### src/rtl/wb_write_arbiter.sv
// Writeback arbiter: up to four functional-unit results onto two registered
// register-file write ports, round-robin fair, same-destination collisions serialised.
module wb_write_arbiter (
  input  logic        CLK,
  input  logic        RST,
  input  logic        VLD0,
  input  logic        VLD1,
  input  logic        VLD2,
  input  logic        VLD3,
  input  logic [4:0]  DST0,
  input  logic [4:0]  DST1,
  input  logic [4:0]  DST2,
  input  logic [4:0]  DST3,
  input  logic [31:0] RES0,
  input  logic [31:0] RES1,
  input  logic [31:0] RES2,
  input  logic [31:0] RES3,
  output logic        RDY0,
  output logic        RDY1,
  output logic        RDY2,
  output logic        RDY3,
  output logic        WE1,
  output logic        WE2,
  output logic [4:0]  Aw1,
  output logic [4:0]  Aw2,
  output logic [31:0] WD1,
  output logic [31:0] WD2,
  output logic [15:0] CONF_CNT
);

  logic [3:0]  vld;
  logic [4:0]  dst [4];
  logic [31:0] res [4];
  logic [3:0]  req_nz;
  logic [3:0]  rdy;

  logic [1:0]  p_q, p_d;
  logic        we1_q, we1_d, we2_q, we2_d;
  logic [4:0]  aw1_q, aw1_d, aw2_q, aw2_d;
  logic [31:0] wd1_q, wd1_d, wd2_q, wd2_d;
  logic [15:0] cnt_q, cnt_d;

  logic        g1_vld, g2_vld;
  logic [1:0]  g1_idx, g2_idx;
  logic [1:0]  scan_idx;
  logic        stall;

  assign vld = {VLD3, VLD2, VLD1, VLD0};

  always_comb begin
    dst[0] = DST0;
    dst[1] = DST1;
    dst[2] = DST2;
    dst[3] = DST3;
    res[0] = RES0;
    res[1] = RES1;
    res[2] = RES2;
    res[3] = RES3;
  end

  always_comb begin
    for (int i = 0; i < 4; i++) begin
      req_nz[i] = vld[i] && (dst[i] != 5'd0);
    end
  end

  // Grant selection looks only at VLD/DST and the pointer, never at RES.
  always_comb begin
    g1_vld   = 1'b0;
    g1_idx   = 2'd0;
    g2_vld   = 1'b0;
    g2_idx   = 2'd0;
    scan_idx = 2'd0;
    for (int k = 0; k < 4; k++) begin
      scan_idx = p_q + 2'(k);
      if (req_nz[scan_idx]) begin
        if (!g1_vld) begin
          g1_vld = 1'b1;
          g1_idx = scan_idx;
        end else if (!g2_vld && (dst[scan_idx] != dst[g1_idx])) begin
          g2_vld = 1'b1;
          g2_idx = scan_idx;
        end
      end
    end
  end

  always_comb begin
    rdy = 4'b0000;
    for (int i = 0; i < 4; i++) begin
      rdy[i] = !RST && vld[i] &&
               ((dst[i] == 5'd0) ||
                (g1_vld && (g1_idx == 2'(i))) ||
                (g2_vld && (g2_idx == 2'(i))));
    end
  end

  assign RDY0  = rdy[0];
  assign RDY1  = rdy[1];
  assign RDY2  = rdy[2];
  assign RDY3  = rdy[3];
  assign stall = |(req_nz & ~rdy);

  always_comb begin
    p_d = p_q;
    if (g1_vld) begin
      p_d = (g2_vld ? g2_idx : g1_idx) + 2'd1;
    end

    cnt_d = cnt_q;
    if (stall && (cnt_q != 16'hFFFF)) begin
      cnt_d = cnt_q + 16'd1;
    end

    // A lone grant always lands on port 1; idle ports drive zeros.
    we1_d = g1_vld;
    aw1_d = g1_vld ? dst[g1_idx] : 5'd0;
    wd1_d = g1_vld ? res[g1_idx] : 32'd0;
    we2_d = g2_vld;
    aw2_d = g2_vld ? dst[g2_idx] : 5'd0;
    wd2_d = g2_vld ? res[g2_idx] : 32'd0;
  end

  always_ff @(posedge CLK) begin
    if (RST) begin
      p_q   <= 2'd0;
      cnt_q <= 16'd0;
      we1_q <= 1'b0;
      aw1_q <= 5'd0;
      wd1_q <= 32'd0;
      we2_q <= 1'b0;
      aw2_q <= 5'd0;
      wd2_q <= 32'd0;
    end else begin
      p_q   <= p_d;
      cnt_q <= cnt_d;
      we1_q <= we1_d;
      aw1_q <= aw1_d;
      wd1_q <= wd1_d;
      we2_q <= we2_d;
      aw2_q <= aw2_d;
      wd2_q <= wd2_d;
    end
  end

  assign WE1      = we1_q;
  assign WE2      = we2_q;
  assign Aw1      = aw1_q;
  assign Aw2      = aw2_q;
  assign WD1      = wd1_q;
  assign WD2      = wd2_q;
  assign CONF_CNT = cnt_q;

endmodule

### config.mk
export PLATFORM = sky130hd
export DESIGN_NAME = wb_write_arbiter
export DESIGN_NICKNAME = d
export VERILOG_FILES = /design/src/rtl/wb_write_arbiter.sv
export SDC_FILE = /design/constraint.sdc
export NUM_CORES = 1
export LEC_CHECK = 0
export BUFFER_PORTS_ARGS = -buffer_cell sky130_fd_sc_hd__buf_2
export CORE_MARGIN = 5
export CORE_UTILIZATION = 35
export CTS_CLUSTER_DIAMETER = 40
export CTS_CLUSTER_SIZE = 40
export DETAILED_ROUTE_END_ITERATION = 6
export GPL_TIMING_DRIVEN = 0
export PLACE_DENSITY = 0.65
export SLEW_MARGIN = 20
export SYNTH_ARGS = -nofsm -noshare
export SYNTH_HDL_FRONTEND = slang
export SYNTH_SLANG_ARGS = --single-unit
### constraint.sdc
create_clock -name CLK -period 6.3 [get_ports CLK]
set_clock_uncertainty 0.05 [all_clocks]
set_input_delay 0.315 -clock CLK [delete_from_list [all_inputs] [get_ports CLK]]
set_output_delay 0.315 -clock CLK [all_outputs]
set_load 0.03 [all_outputs]
# After elaboration in Yosys (flattened, before gate mapping)
# Index checks and enable logic that the tools add are counted.
# word_totals
register_bits,94
out_inout_bits,96
word_cells,162
# classes
add_sub_neg,5
n_lt_le_gt_ge,12
eq_ne,10
mux,68
bitwise_logic,12
n_reduce_logical,47
# ops
operator,count
32-bit binary-select mux with 2-bit select,2
32-bit 2-to-1 mux,4
5-bit binary-select mux with 2-bit select,8
5-bit 2-to-1 mux,16
2-bit 2-to-1 mux,17
3-bit greater-or-equal comparator (second input constant),8
2-bit inverter with 3-bit output,8
1-bit logical AND,23
5-bit zero test,4
5-bit nonzero test,4
1-bit 2-to-1 mux,17
16-bit by 1-bit adder with 16-bit output (second input constant),1
16-bit inequality test (second input constant),1
5-bit inequality test,3
2-bit by 3-bit less-than comparator with 1-bit output (second input constant),4
1-bit binary-select mux with 2-bit select,4
2-bit equality test (second input constant),4
1-bit logical OR,8
2-bit by 1-bit adder with 2-bit output (second input constant),2
2-bit adder (second input constant),2
4-bit AND,1
2-bit by 1-bit equality test with 1-bit output (second input constant),2
2-bit zero test,2
4-bit inverter,1
other kinds (4),8

# Longest topological paths before layout
# depth
word_depth,31
depth_mapped,24

# Worst setup path before layout
# No wires, ideal clock.
# synth_timing
path_type,input port to output port
from,input DST3[1]
to,output RDY1
arrival_ns,5.552
required_time_ns,5.935
slack_ns,0.383
cell_stages,21
cell_sequence,buf_2 > or4_1 > o211ai_1 > and2_1 > o21a_1 > inv_1 > ha_1 > buf_1 > inv_1 > mux2_4 > buf_6 > mux2i_1 > mux2i_1 > nand4b_4 > o41ai_4 > o211a_1 > o21a_1 > clkbuf_1 > clkbuf_1 > a31oi_1 > nor3b_1
# synth_via
elab_chain_cells,27
# synth_lines
element,line,source
start: declaration,13,"input logic [4:0] DST3,"
5-bit nonzero test,63,req_nz[i] = vld[i] && (dst[i] != 5'd0);
1-bit logical AND,63,
1-bit binary-select mux with 2-bit select,76,if (req_nz[scan_idx]) begin
1-bit 2-to-1 mux (not written as such),76,
2-bit 2-to-1 mux,76,
2-bit inverter with 3-bit output (not written as such),80,end else if (!g2_vld && (dst[scan_idx] != dst[g1_idx])) begin
5-bit binary-select mux with 2-bit select,80,
5-bit 2-to-1 mux (not written as such) (2 in series),80,
[10 not listed],-,
1-bit logical AND,80,
2-bit 2-to-1 mux,80,
2-bit 2-to-1 mux,77,if (!g1_vld) begin
2-bit 2-to-1 mux,76,
2-bit by 1-bit equality test with 1-bit output,94,(g2_vld && (g2_idx == 2'(i))));
1-bit logical AND,94,
1-bit logical OR (*),93,(g1_vld && (g1_idx == 2'(i))) ||
1-bit logical AND (*),91,rdy[i] = !RST && vld[i] &&
end: declaration,19,"output logic RDY1,"
# Every way passes the cells marked *; elsewhere a longest branch is shown, timed or not. The select of a mux whose other input is x is not followed.

# Worst setup path after layout
# layout_timing
from,input DST1[0]
to,output RDY1
# layout_via
elab_chain_cells,27
# layout_lines
element,line,source
start: declaration,11,"input logic [4:0] DST1,"
5-bit nonzero test,63,
1-bit logical AND,63,
1-bit binary-select mux with 2-bit select,76,
1-bit 2-to-1 mux (not written as such),76,
2-bit 2-to-1 mux,76,
2-bit inverter with 3-bit output (not written as such),80,
5-bit binary-select mux with 2-bit select,80,
5-bit 2-to-1 mux (not written as such) (2 in series),80,
[10 not listed],-,
1-bit logical AND,80,
2-bit 2-to-1 mux,80,
2-bit 2-to-1 mux,77,
2-bit 2-to-1 mux,76,
2-bit by 1-bit equality test with 1-bit output,94,
1-bit logical AND,94,
1-bit logical OR (*),93,
1-bit logical AND (*),91,
# Marks and branches as above.

==> impl_results.md <==
* # rows at approximately 50
* HPWL Detailed at 21.30 mm
* CTS Buffer Depth at 2
* Switching Power at 2.754 mW
* Worst-margin pin slew at around 0.89 ns
* Final non-filler cell area at approximately 8900 um^2
* CTS buffer count at 9
* Synth Area in Adders at 0.3570%
* Final Critical Period at ~6 ns
* Starting Density at 35.79%
* Die area at 22960 um^2
* Area of combinational cells with multiple inputs at 4806 um^2
* Register area at 1882 um^2
* Register area share after synthesis at between 20% and 30%
* Core region area at 19590 um^2
* Worst Reg-to-Reg Cells at 19
* Top_reg_cell synth: dfxtp_1
* Max Slew Vio Count at 0
* Combinational share of power at between 70 and 80%
* Largest family of logic cells by synthesized area: multiplexers
* Hold Crit Class: primary input to flip-flop
* Area Overhead vs Synth at 27.66%
* Clock Sinks at 94
* Hold depth at 3
* Netlist cell types at 67
* Fraction of power consumed by sequential logic at approximately 17%
* I/O pin cnt at 250
* Gpl congestion at 0.9114
* Simple-gate share of the synthesized area at 16.19%
* Final wirelength at 28.62 mm
* GRT Util Overall at 23.86%
* Synth Register Bits at between 90 and 100
* Die height at between 150 and 200 um
* EDFF count, synth at 0
* Req. time, crit path at between 5 and 6 ns
* Final hold violation count at 0
* HP Start: RES1[13]
* Vias at 7700
* Detailed Route Iter0 Violations at 563
* Synthesized instance count at 802
* Antenna diode count at 0
* Hold_buf cts at 0
* Post-synthesis compound-gate area fraction at 23.72%
* P_int at 2.381 mW
* Crit path launch: DST1[0]
* Setup_tns at 0 ns
* Htree depth at 3
* Leak Pwr at 3.883 nW
* Worst-path clk slew at 0.08 ns
* Min Hold Slack at 0.2440 ns
* Clock Power Share at 10.6%
* Worst-path fanout max at 10
* # DRC at 0
* Final #Nets at 1219
* Switching fraction of total power at 53.64%
* Buffers on Ports at 244
* Die X-Extent at approximately 150 um
* First-pass GRT wire length at 42.94 mm
* Hold Crit Endpoint: WD1[13]$_SDFF_PP0_
* Period Utilization, post-route at ~95%
* Vias in the first global route at a little under 8000
* Total global routing overflow at 0
* Pre-Repair DR Iteration Count at 5
* Max frequency at 167.1 MHz
* Critical path type: primary input to primary output
* Clock Latency Late Sink at 0.35 ns
* Slack of the worst reg-to-reg path at approximately 0.47 ns
* Unrepaired setup endpoints after global routing: false
* Status: completed
* R2r endpoint: Aw2[4]$_SDFF_PP0_
* Antenna violations before repair at 0
* PwrDens at 573.7 nW/um^2
* Yosys warns at 0
* Multiplexer share of the synthesized area at 26.36%
* Final setup fails at 0
* Ys async rst share at 0%
* Placed Area at 8563 um^2
* Worst ir drop on vdd at roughly 0.29 mV
* Max Cap Violations at 0
* Post-Syn Nets at 958
* Slew margin rel. at 40.98%
* Vias/cell at 5.776
* CP endpoint kind: primary output
* Arrival time at the worst endpoint at 5.62 ns
* Largest net degree at the start of global routing at 18
* Syn_area_per_cell at 8.741 um^2
* TritonCTS clock tree: done
* Fraction of layout instances using a drive strength above 1 at ~34%
* ANT nets after route at 0
* Xor and xnor area share after synthesis at between 1 and 1.5%
* Startpoint Class: primary input
* Layout fillers at 2006
* Mapped cell area at approximately 7000 um^2
* RR Startpoint: p_q[0]$_SDFFE_PP0N_
* DR WL/cell at ~21 um
* Clk root buf: clkbuf_16
-- sequential cells by signal, summed over array words and instances, names as in the netlist --
register	cells
WE1	1
CONF_CNT	16
Aw2	5
WD1	32
Aw1	5
p_q	2
WE2	1
WD2	32
-- final cells by class --
type	count	area share, %
clock buffer	10	2.558
multi-input combinational	621	53.70
tap	265	3.705
timing repair buffer	251	14.23
sequential	94	21.03
clock inverter	6	0.5872
buffer	73	3.649
inverter	13	0.5452
-- placed cells by master, fill, tap and decap left out, types with 4 or more instances in the layout --
cell type / count
nor2b_1: 6
and3_1: 7
a211oi_1: 112
dfxtp_1: 94
mux4_2: 12
nand3_1: 14
nand2_1: 35
nor4_1: 7
mux2i_1: 104
o21ai_1: 6
nor3b_1: 4
buf_1: 11
and2_1: 40
buf_2: 250
o21a_1: 8
mux2_2: 43
clkbuf_1: 46
nand4_1: 7
or3_1: 4
o211ai_1: 4
inv_1: 10
or4_1: 10
clkbuf_4: 4
o41ai_1: 4
o311ai_0: 4
buf_4: 8
o31ai_1: 6
o21ai_0: 25
xor2_1: 8
nor3_1: 9
a21oi_1: 24
nor2_1: 60
clkbuf_16: 9
-- worst max-delay path, stage by stage --
cell	delay, ns
buf_2	0.17
or4_1	0.67
o21a_1	0.22
clkbuf_1	0.21
nand2_1	0.16
a21boi_0	0.20
o21a_1	0.17
inv_1	0.06
ha_2	0.26
inv_2	0.14
mux2_4	0.20
buf_6	0.17
mux2i_1	0.24
mux2i_1	0.30
nand4b_4	0.15
o41ai_4	0.43
o211a_1	0.27
o21a_1	0.17
clkbuf_4	0.25
clkbuf_4	0.26
a31oi_1	0.15
nor3b_1	0.20
buf_2	0.23
-- kinds of logic (layout without fill, tap and decap cells) --
kind of cell / count (synthesis) / after routing
flip-flops: 94 / 94
buffers and inverters: 87 / 353
adder cells (fa/ha/maj): 2 / 2
AND/OR/NAND/NOR: 216 / 216
AO/OA/AOI/OAI: 229 / 229
XOR/XNOR: 11 / 11
multiplexers: 163 / 163
-- worst max path at each step --
| stage | to | cells after the start |
|---|---|---|
| final | RDY1 | 23 |
| after global routing | RDY3 | 23 |
| after CTS | RDY3 | 23 |
| after detailed placement | RDY3 | 22 |
| after global placement | RDY1 | 22 |
| after floorplan | RDY1 | 21 |
-- cell usage after synthesis, types with 3 or more instances --
cell type	count	area (um^2)
and3_1	7	43.79
buf_6	3	33.78
nand2_1	36	135.1
and2_1	40	250.2
o21a_1	8	60.06
nor3b_1	4	30.03
nand4_1	7	43.79
nor4_1	7	43.79
o311ai_0	4	35.03
a41oi_1	3	26.28
dfxtp_1	94	1882
nor2b_1	6	37.54
inv_1	11	41.29
clkbuf_1	50	187.7
mux2_2	43	484.2
nor2_1	60	225.2
or4_1	10	75.07
or3_1	4	25.02
nand3_1	14	70.07
xor2_1	8	70.07
o31ai_1	7	52.55
nor3_1	9	45.04
buf_1	15	56.30
a21oi_1	24	120.1
mux4_2	12	270.3
or2_2	3	18.77
buf_2	4	20.02
o211ai_1	4	30.03
a211oi_1	112	840.8
o21ai_0	26	130.1
xnor2_1	3	26.28
a31oi_1	3	18.77
mux2i_1	104	1041
o21ai_1	5	25.02
o211a_1	3	30.03
o41ai_1	4	35.03
-- repair_timing --
action,CTS,global route
pin swaps,2,0
setup endpoints to repair,59,24
setup buffers,4,2
resized for setup,13,9
-- through the flow --
step | worst slack [ns] | utilization (%) | power, mW | cells
after floorplan | 0.3829 | - | 3.428 | 802
after global placement | -0.8561 | 43.71 | 4.465 | 1311
after detailed placement | -0.8617 | 43.71 | 4.490 | 1311
after CTS | 0.02452 | 45.51 | 5.094 | 1330
after global routing | 0.06222 | 45.69 | 5.448 | 1333
final | 0.3148 | 45.69 | 5.135 | 1333
-- power by group through the flow --
stage	Sequential [mW]	Combinational (mW)	Clock, mW
final	0.886	3.70	0.545
after global routing	0.899	3.97	0.575
after CTS	0.884	3.66	0.551
after detailed placement	0.893	3.60	0
after global placement	0.893	3.57	0
after floorplan	1.29	2.14	0
-- routing by layer --
| metal | track usage [%] | up-vias | wire (um) |
|---|---|---|---|
| met4 | 6.963 | 0 | 591 |
| met3 | 5.057 | 48 | 2421 |
| met5 | 0 | - | 0 |
| met2 | 38.92 | 385 | 13360 |
| met1 | 31.88 | 3692 | 12250 |
| li1 | - | 3575 | - |
Note: power is estimated with default switching activity, not from simulation.
